**src/rtl/video_pixel_unpacker_pkg.sv**
```systemverilog
`default_nettype none
// ============================================================================
// Module      : video_pixel_unpacker_pkg
// Description : Shared definitions for the video pixel unpacker: bits-per-pixel
//               codes, FSM state encoding and the bpp-code decode helper.
// Revision    : 1.0 - initial release
// ============================================================================
package video_pixel_unpacker_pkg;

    // Bits-per-pixel codes as presented on cfg_bpp. The code value is also
    // log2 of the pixel width, which the datapath relies on for shifting.
    localparam logic [2:0] BPP_1  = 3'd0;
    localparam logic [2:0] BPP_2  = 3'd1;
    localparam logic [2:0] BPP_4  = 3'd2;
    localparam logic [2:0] BPP_8  = 3'd3;
    localparam logic [2:0] BPP_16 = 3'd4;
    localparam logic [2:0] BPP_32 = 3'd5;

    typedef enum logic [1:0] {
        ST_IDLE  = 2'd0,   // no active line
        ST_FETCH = 2'd1,   // hold register empty, waiting for a word
        ST_EMIT  = 2'd2    // hold register full, feeding the output slot
    } state_e;

    // Map a cfg_bpp code to log2(bpp). Codes wider than the word, and the
    // unused codes 6/7, fall back to 8bpp (always legal for WORD_W >= 16).
    function automatic logic [2:0] bpp_decode(input logic [2:0] code,
                                              input int         log2_word);
        if ((code > BPP_32) || (int'(code) > log2_word)) begin
            return BPP_8;
        end
        return code;
    endfunction

endpackage
`default_nettype wire

```
**src/rtl/video_pixel_select.sv**
```systemverilog
`default_nettype none
// ============================================================================
// Module      : video_pixel_select
// Description : Combinational pixel extractor. Returns pixel idx of a packed
//               word (LSB-first), zero-extended to WORD_W.
// Ports       : word_i - packed word
//               idx_i  - pixel index within the word
//               lb_i   - log2(bits per pixel), already decoded to 0..5
//               pix_o  - selected pixel, zero-extended
// Revision    : 1.0 - initial release
// ============================================================================
module video_pixel_select
    import video_pixel_unpacker_pkg::*;
#(
    parameter int WORD_W = 32
) (
    input  logic [WORD_W-1:0]         word_i,
    input  logic [$clog2(WORD_W)-1:0] idx_i,
    input  logic [2:0]                lb_i,
    output logic [WORD_W-1:0]         pix_o
);
    localparam int IDX_W = $clog2(WORD_W);

    logic [IDX_W-1:0]  w_bitpos;
    logic [WORD_W-1:0] w_shifted;
    logic [WORD_W-1:0] w_mask;

    always_comb begin
        // idx < ppw guarantees idx*bpp < WORD_W, so the bit offset fits IDX_W.
        w_bitpos  = idx_i << lb_i;
        w_shifted = word_i >> w_bitpos;
        case (lb_i)
            BPP_1:   w_mask = WORD_W'(64'h1);
            BPP_2:   w_mask = WORD_W'(64'h3);
            BPP_4:   w_mask = WORD_W'(64'hF);
            BPP_8:   w_mask = WORD_W'(64'hFF);
            BPP_16:  w_mask = WORD_W'(64'hFFFF);
            BPP_32:  w_mask = WORD_W'(64'hFFFF_FFFF);
            default: w_mask = WORD_W'(64'hFF);
        endcase
        pix_o = w_shifted & w_mask;
    end

endmodule
`default_nettype wire

```
**src/rtl/video_pixel_unpacker.sv**
```systemverilog
`default_nettype none
// ============================================================================
// Module      : video_pixel_unpacker
// Description : Unpacks WORD_W-bit packed pixel words into one pixel per clock
//               (LSB-first) with a per-line fine-scroll skip and pixel count.
// Ports       : clk, reset_n            - clock, async active-low reset
//               cfg_bpp, start_skip,
//               line_pixels, line_start - line config, sampled on line_start
//               in_word/in_valid/in_ready   - packed word input handshake
//               pix_out/pix_valid/pix_ready - pixel output handshake
//               pix_last                - last pixel of the line
//               line_done               - pulse after last pixel accepted
// Revision    : 1.0 - initial release
// ============================================================================
module video_pixel_unpacker
    import video_pixel_unpacker_pkg::*;
#(
    parameter int WORD_W = 32,
    parameter int CNT_W  = 12
) (
    input  logic              clk,
    input  logic              reset_n,
    input  logic [2:0]        cfg_bpp,
    input  logic              line_start,
    input  logic [5:0]        start_skip,
    input  logic [CNT_W-1:0]  line_pixels,
    input  logic [WORD_W-1:0] in_word,
    input  logic              in_valid,
    output logic              in_ready,
    output logic [WORD_W-1:0] pix_out,
    output logic              pix_valid,
    input  logic              pix_ready,
    output logic              pix_last,
    output logic              line_done
);
    localparam int               IDX_W    = $clog2(WORD_W);
    localparam logic [IDX_W-1:0] IDX_ONES = '1;

    state_e            state_q, state_d;
    logic [WORD_W-1:0] hold_q, hold_d;
    logic [2:0]        lb_q, lb_d;
    logic [IDX_W-1:0]  idx_q, idx_d;
    logic [CNT_W-1:0]  rem_q, rem_d;
    logic [WORD_W-1:0] pix_q, pix_d;
    logic              pv_q, pv_d;
    logic              pl_q, pl_d;
    logic              done_q, done_d;

    logic [2:0]        w_lb_new;
    logic [5:0]        w_skip;
    logic [IDX_W-1:0]  w_last_idx;
    logic              w_load;
    logic              w_word_end;
    logic              w_line_end;
    logic [WORD_W-1:0] w_sel;

    video_pixel_select #(
        .WORD_W (WORD_W)
    ) u_select (
        .word_i (hold_q),
        .idx_i  (idx_q),
        .lb_i   (lb_q),
        .pix_o  (w_sel)
    );

    always_comb begin
        state_d  = state_q;
        hold_d   = hold_q;
        lb_d     = lb_q;
        idx_d    = idx_q;
        rem_d    = rem_q;
        pix_d    = pix_q;
        pv_d     = pv_q;
        pl_d     = pl_q;
        done_d   = 1'b0;

        w_lb_new   = bpp_decode(cfg_bpp, IDX_W);
        // ppw is a power of two, so "skip mod ppw" is a mask of ppw-1.
        w_skip     = start_skip & 6'(IDX_ONES >> w_lb_new);
        w_last_idx = IDX_ONES >> lb_q;

        w_load     = (state_q == ST_EMIT) && (!pv_q || pix_ready);
        w_word_end = (idx_q == w_last_idx);
        w_line_end = (rem_q == CNT_W'(1));

        // Refill in the same cycle the last pixel of a word moves to the
        // output slot, so the next word's pixel 0 loads on the following clock.
        in_ready = !line_start &&
                   ((state_q == ST_FETCH) ||
                    (w_load && w_word_end && !w_line_end));

        if (line_start) begin
            hold_d  = '0;
            pv_d    = 1'b0;
            pl_d    = 1'b0;
            lb_d    = w_lb_new;
            idx_d   = IDX_W'(w_skip);
            rem_d   = line_pixels;
            if (line_pixels == '0) begin
                state_d = ST_IDLE;
                done_d  = 1'b1;
            end else begin
                state_d = ST_FETCH;
            end
        end else begin
            if (pv_q && pix_ready) begin
                pv_d   = 1'b0;
                pl_d   = 1'b0;
                done_d = pl_q;
            end
            if (w_load) begin
                pix_d = w_sel;
                pv_d  = 1'b1;
                pl_d  = w_line_end;
                rem_d = rem_q - CNT_W'(1);
                idx_d = w_word_end ? '0 : idx_q + IDX_W'(1);
                // Last pixel of the line: drop the rest of the word. The
                // output slot still holds pix_last until it is accepted.
                if (w_line_end) begin
                    state_d = ST_IDLE;
                end else if (w_word_end) begin
                    state_d = ST_FETCH;
                end
            end
            if (in_valid && in_ready) begin
                hold_d  = in_word;
                state_d = ST_EMIT;
            end
        end
    end

    always_ff @(posedge clk or negedge reset_n) begin
        if (!reset_n) begin
            state_q <= ST_IDLE;
            hold_q  <= '0;
            lb_q    <= BPP_8;
            idx_q   <= '0;
            rem_q   <= '0;
            pix_q   <= '0;
            pv_q    <= 1'b0;
            pl_q    <= 1'b0;
            done_q  <= 1'b0;
        end else begin
            state_q <= state_d;
            hold_q  <= hold_d;
            lb_q    <= lb_d;
            idx_q   <= idx_d;
            rem_q   <= rem_d;
            pix_q   <= pix_d;
            pv_q    <= pv_d;
            pl_q    <= pl_d;
            done_q  <= done_d;
        end
    end

    assign pix_out   = pix_q;
    assign pix_valid = pv_q;
    assign pix_last  = pl_q;
    assign line_done = done_q;

endmodule
`default_nettype wire

```
**config.mk**
```make
export PLATFORM = sky130hd
export DESIGN_NAME = video_pixel_unpacker
export DESIGN_NICKNAME = d
export VERILOG_FILES = /design/src/rtl/video_pixel_unpacker_pkg.sv /design/src/rtl/video_pixel_select.sv /design/src/rtl/video_pixel_unpacker.sv
export SDC_FILE = /design/constraint.sdc
export NUM_CORES = 1
export LEC_CHECK = 0
export ABC_CLOCK_PERIOD_IN_PS = 3200
export BUFFER_PORTS_ARGS = -buffer_cell sky130_fd_sc_hd__buf_2
export CAP_MARGIN = 25
export CORE_MARGIN = 2
export CORE_UTILIZATION = 45
export CTS_CLUSTER_DIAMETER = 80
export CTS_CLUSTER_SIZE = 30
export DETAILED_ROUTE_END_ITERATION = 10
export GPL_TIMING_DRIVEN = 1
export PLACE_DENSITY = 0.66
export SLEW_MARGIN = 20
export SYNTH_ARGS = -nofsm -noshare
export SYNTH_HDL_FRONTEND = slang
export SYNTH_SLANG_ARGS = --single-unit
```
**constraint.sdc**
```tcl
create_clock -name clk -period 3.2 [get_ports clk]
set_clock_uncertainty 0.1 [all_clocks]
set_input_delay 0.96 -clock clk [delete_from_list [all_inputs] [get_ports clk]]
set_output_delay 0.96 -clock clk [all_outputs]
set_load 0.005 [all_outputs]
```
==> metrics <==
result of the run=finished, violations left; failing checks=setup timing; TritonCTS clock tree=yes; Mapped Cells=~720; Sw Pwr=1.72 mW; Core ar.=between 10,000 and 15,000 sq um; CTS buffer count=9; Hold Path Stages=1; Worst EP arrival=2170 ps; Final GP Congestion=between 0.9 and 1; total track usage=between 20% and 30%; share of layout cells above drive strength 1=approximately 22%; register bit total from synthesis=a little under 90; Initial DRT Pass Iterations=5; pwr dens=between 600 and 700 nW/um^2; number of nets still failing antenna checks after routing=0; crit-path max FO=7; grt total ovfl=0; top-area cell type share of the netlist area=approximately 36%; leading area contributor after synthesis=dfrtp_1; hold_buf cts=0; Data required, critical path=approximately 2100 ps; Rows=42; clock root cell=clkbuf_16; Period Utilization, post-route=101%; Clock power frac=about 25%; Via density=~5.7; r2r setup slk=180 ps; Mapped Nets=778; Worst VDD drop=about 0.00033 V; max-cap violations=0; Die X=roughly 120 um; pre-CTS setup slack=75.4 ps; Initial Utilization=45.6%; Power Total=4.50 mW; Starting DRT DRC Count=approximately 510; worst r2r dst=pix_out[0]; commonest non-fill, non-tap cell in the layout=nand2_1; setup violation total in the final timing report=1; actual slew at the worst max-slew pin=slightly above 700 ps; Top FF cell, synth=dfrtp_1; Hold Crit Start=pix_out[22]; syn avg cell area=around 8.3 sq um; # DRC=0; CTS clk-pin slew, worst paths=roughly 60 ps; leakage=roughly 3.3 nW; R2R depth=9; Area after DPL=around 6800 sq um; Yosys Warn Count=0; Setup crit start kind=flop; Reg power frac=between 30% and 40%; minimum clock period=3230 ps; combinational share of power=about two fifths; critical path class=flop to primary output; Final Hold Fails=0; Clock Latency Late Sink=350 ps; # clock sinks=89; synthesized area=5970 sq um; RSZ-0062 raised after global routing=true; Sw Share=between 30% and 40%; area growth from synthesis to layout=19.8%; internal power=approximately 2.8 mW; highest clock rate=approximately 0.31 GHz; Critical Path End Type=primary output; I/O Buffers=92; routed via count=5,699; initial antenna violation count=0; Ports=94; Min-Delay Path Class=flop to flop; die area=14,200 sq um; R2R Path Start=lb_q[0]; hold slack=~370 ps; synth top area cells=dfrtp_1 36%, mux2i_1 7.7%, o21ai_0 6.2%, nand2_1 5.9%, nand3b_1 3.8%; first-pass GRT wire length=approximately 28,000 um; Synth cell types=63; largest net degree at the start of global routing=63; Final #Nets=between 800 and 900; final wirelength=about 17,000 um; EDFF count, synth=0; number of global-route vias before repair=5,375; Max Root-Sink Buffers=2; Avg WL per Cell=17.4 um; Die Y-Extent=around 120 um; CTS H-tree depth=3; register area share after synthesis=a little under two fifths; async set or reset register ratio after synthesis=100%; most frequent cells in the layout=94 x nand2_1, 92 x buf_2, 85 x dfrtp_1; PnR worst setup slack=-27.8 ps; diode count=0; Post-DP HPWL=around 13,000 um; Endpoint, Worst Hold=pix_out[22]; Design Area, Final=7150 sq um; Max-slew headroom=52.4%; Slew Viols, Final=0
## how the worst max path moves through the flow
stage	from	end	cells after the start
global route	lb_q[1]	in_ready	6
CTS	lb_q[1]	in_ready	6
finish	lb_q[1]	in_ready	6
detailed placement	pix_ready	in_ready	6
global placement	pix_ready	in_ready	6
floorplan	pix_ready	in_ready	4
## Yosys cell counts (4+ instances only)
master and number:
o31ai_1 5, mux2i_1 46, inv_1 40, nor2b_1 7
nand2_1 94, nand3_1 19, a21o_1 5, buf_6 4
a211oi_1 6, o21ai_0 74, buf_4 7, a32o_1 4
nand2b_1 11, a22o_1 9, o22ai_1 5, buf_2 14
dfrtp_1 87, nand3b_1 30, a221oi_1 6, a21oi_1 40
a22oi_1 7, nor3_1 19, clkbuf_1 28, nor2_1 42
a211o_1 8, mux2_2 7, nor4_1 6, o2111ai_1 4
a31oi_1 7, xnor2_1 11, a32oi_1 4, and3_1 4
## power groups by stage
stage	Clock, mW	Sequential [mW]	Combinational, mW
floorplan	0	1.51	1.17
global placement	0	1.60	1.70
detailed placement	0	1.61	1.73
CTS	1.13	1.59	1.76
global route	1.18	1.63	1.96
finish	1.11	1.60	1.79
## registers in the layout, indices dropped and copies added (netlist names)
signal	cells
state_q	2
lb_q	3
pix_valid	1
pix_out	32
line_done	1
pix_last	1
rem_q	12
idx_q	5
hold_q	32
## through the flow
stage	utilization (%)	std cells	TNS, ps
2_1_floorplan	-	717	0
3_3_place_gp	51.8	976	0
3_5_place_dp	51.8	976	0
4_1_cts	54.5	994	-23.6
5_1_grt	54.6	994	-123
6_report	54.6	994	-27.8
## worst max-delay path: stages (launching register included)
cell	delay, ps
dfstp_2	640
xnor2_2	120
o22ai_2	180
a21oi_2	100
or4_4	520
a21oi_2	130
buf_2	120
## timing repair
action	4_1_cts	5_1_grt
pin swaps	5	0
endpoints found under the setup margin	1	1
gates cloned	0	0
setup buffers	4	0
gates resized for setup	8	4
## cell families (layout without fill, tap and decap cells)
family	count (synthesis)	in the layout	share of synthesized area (%)
AND/OR/NAND/NOR	248	248	20.8
AO/OA/AOI/OAI	212	212	22.8
buffers and inverters	99	200	7.50
flip-flops	89	89	37.4
multiplexers	53	53	9.03
XOR/XNOR	13	13	1.91
adder cells (fa/ha/maj)	3	3	0.629
## routing by layer
layer / track usage (%) / part of all wire (%)
met1: 37.3 / 48
met2: 36.2 / 43
met3: 4.74 / 6.7
met4: 8.48 / 2.4
met5: 0 / 0
## final cells by class
| cell class | instances | area (sq um) |
|---|---|---|
| fillers | 1224 | 5940 |
| inverters | 41 | 154 |
| multi-input cells | 529 | 3350 |
| flip-flops and latches | 89 | 2230 |
| repair buffers | 145 | 896 |
| clock buffers | 11 | 233 |
| clock inverters | 3 | 67.6 |
| well taps | 176 | 220 |
Power figures use the tool's default switching activity.
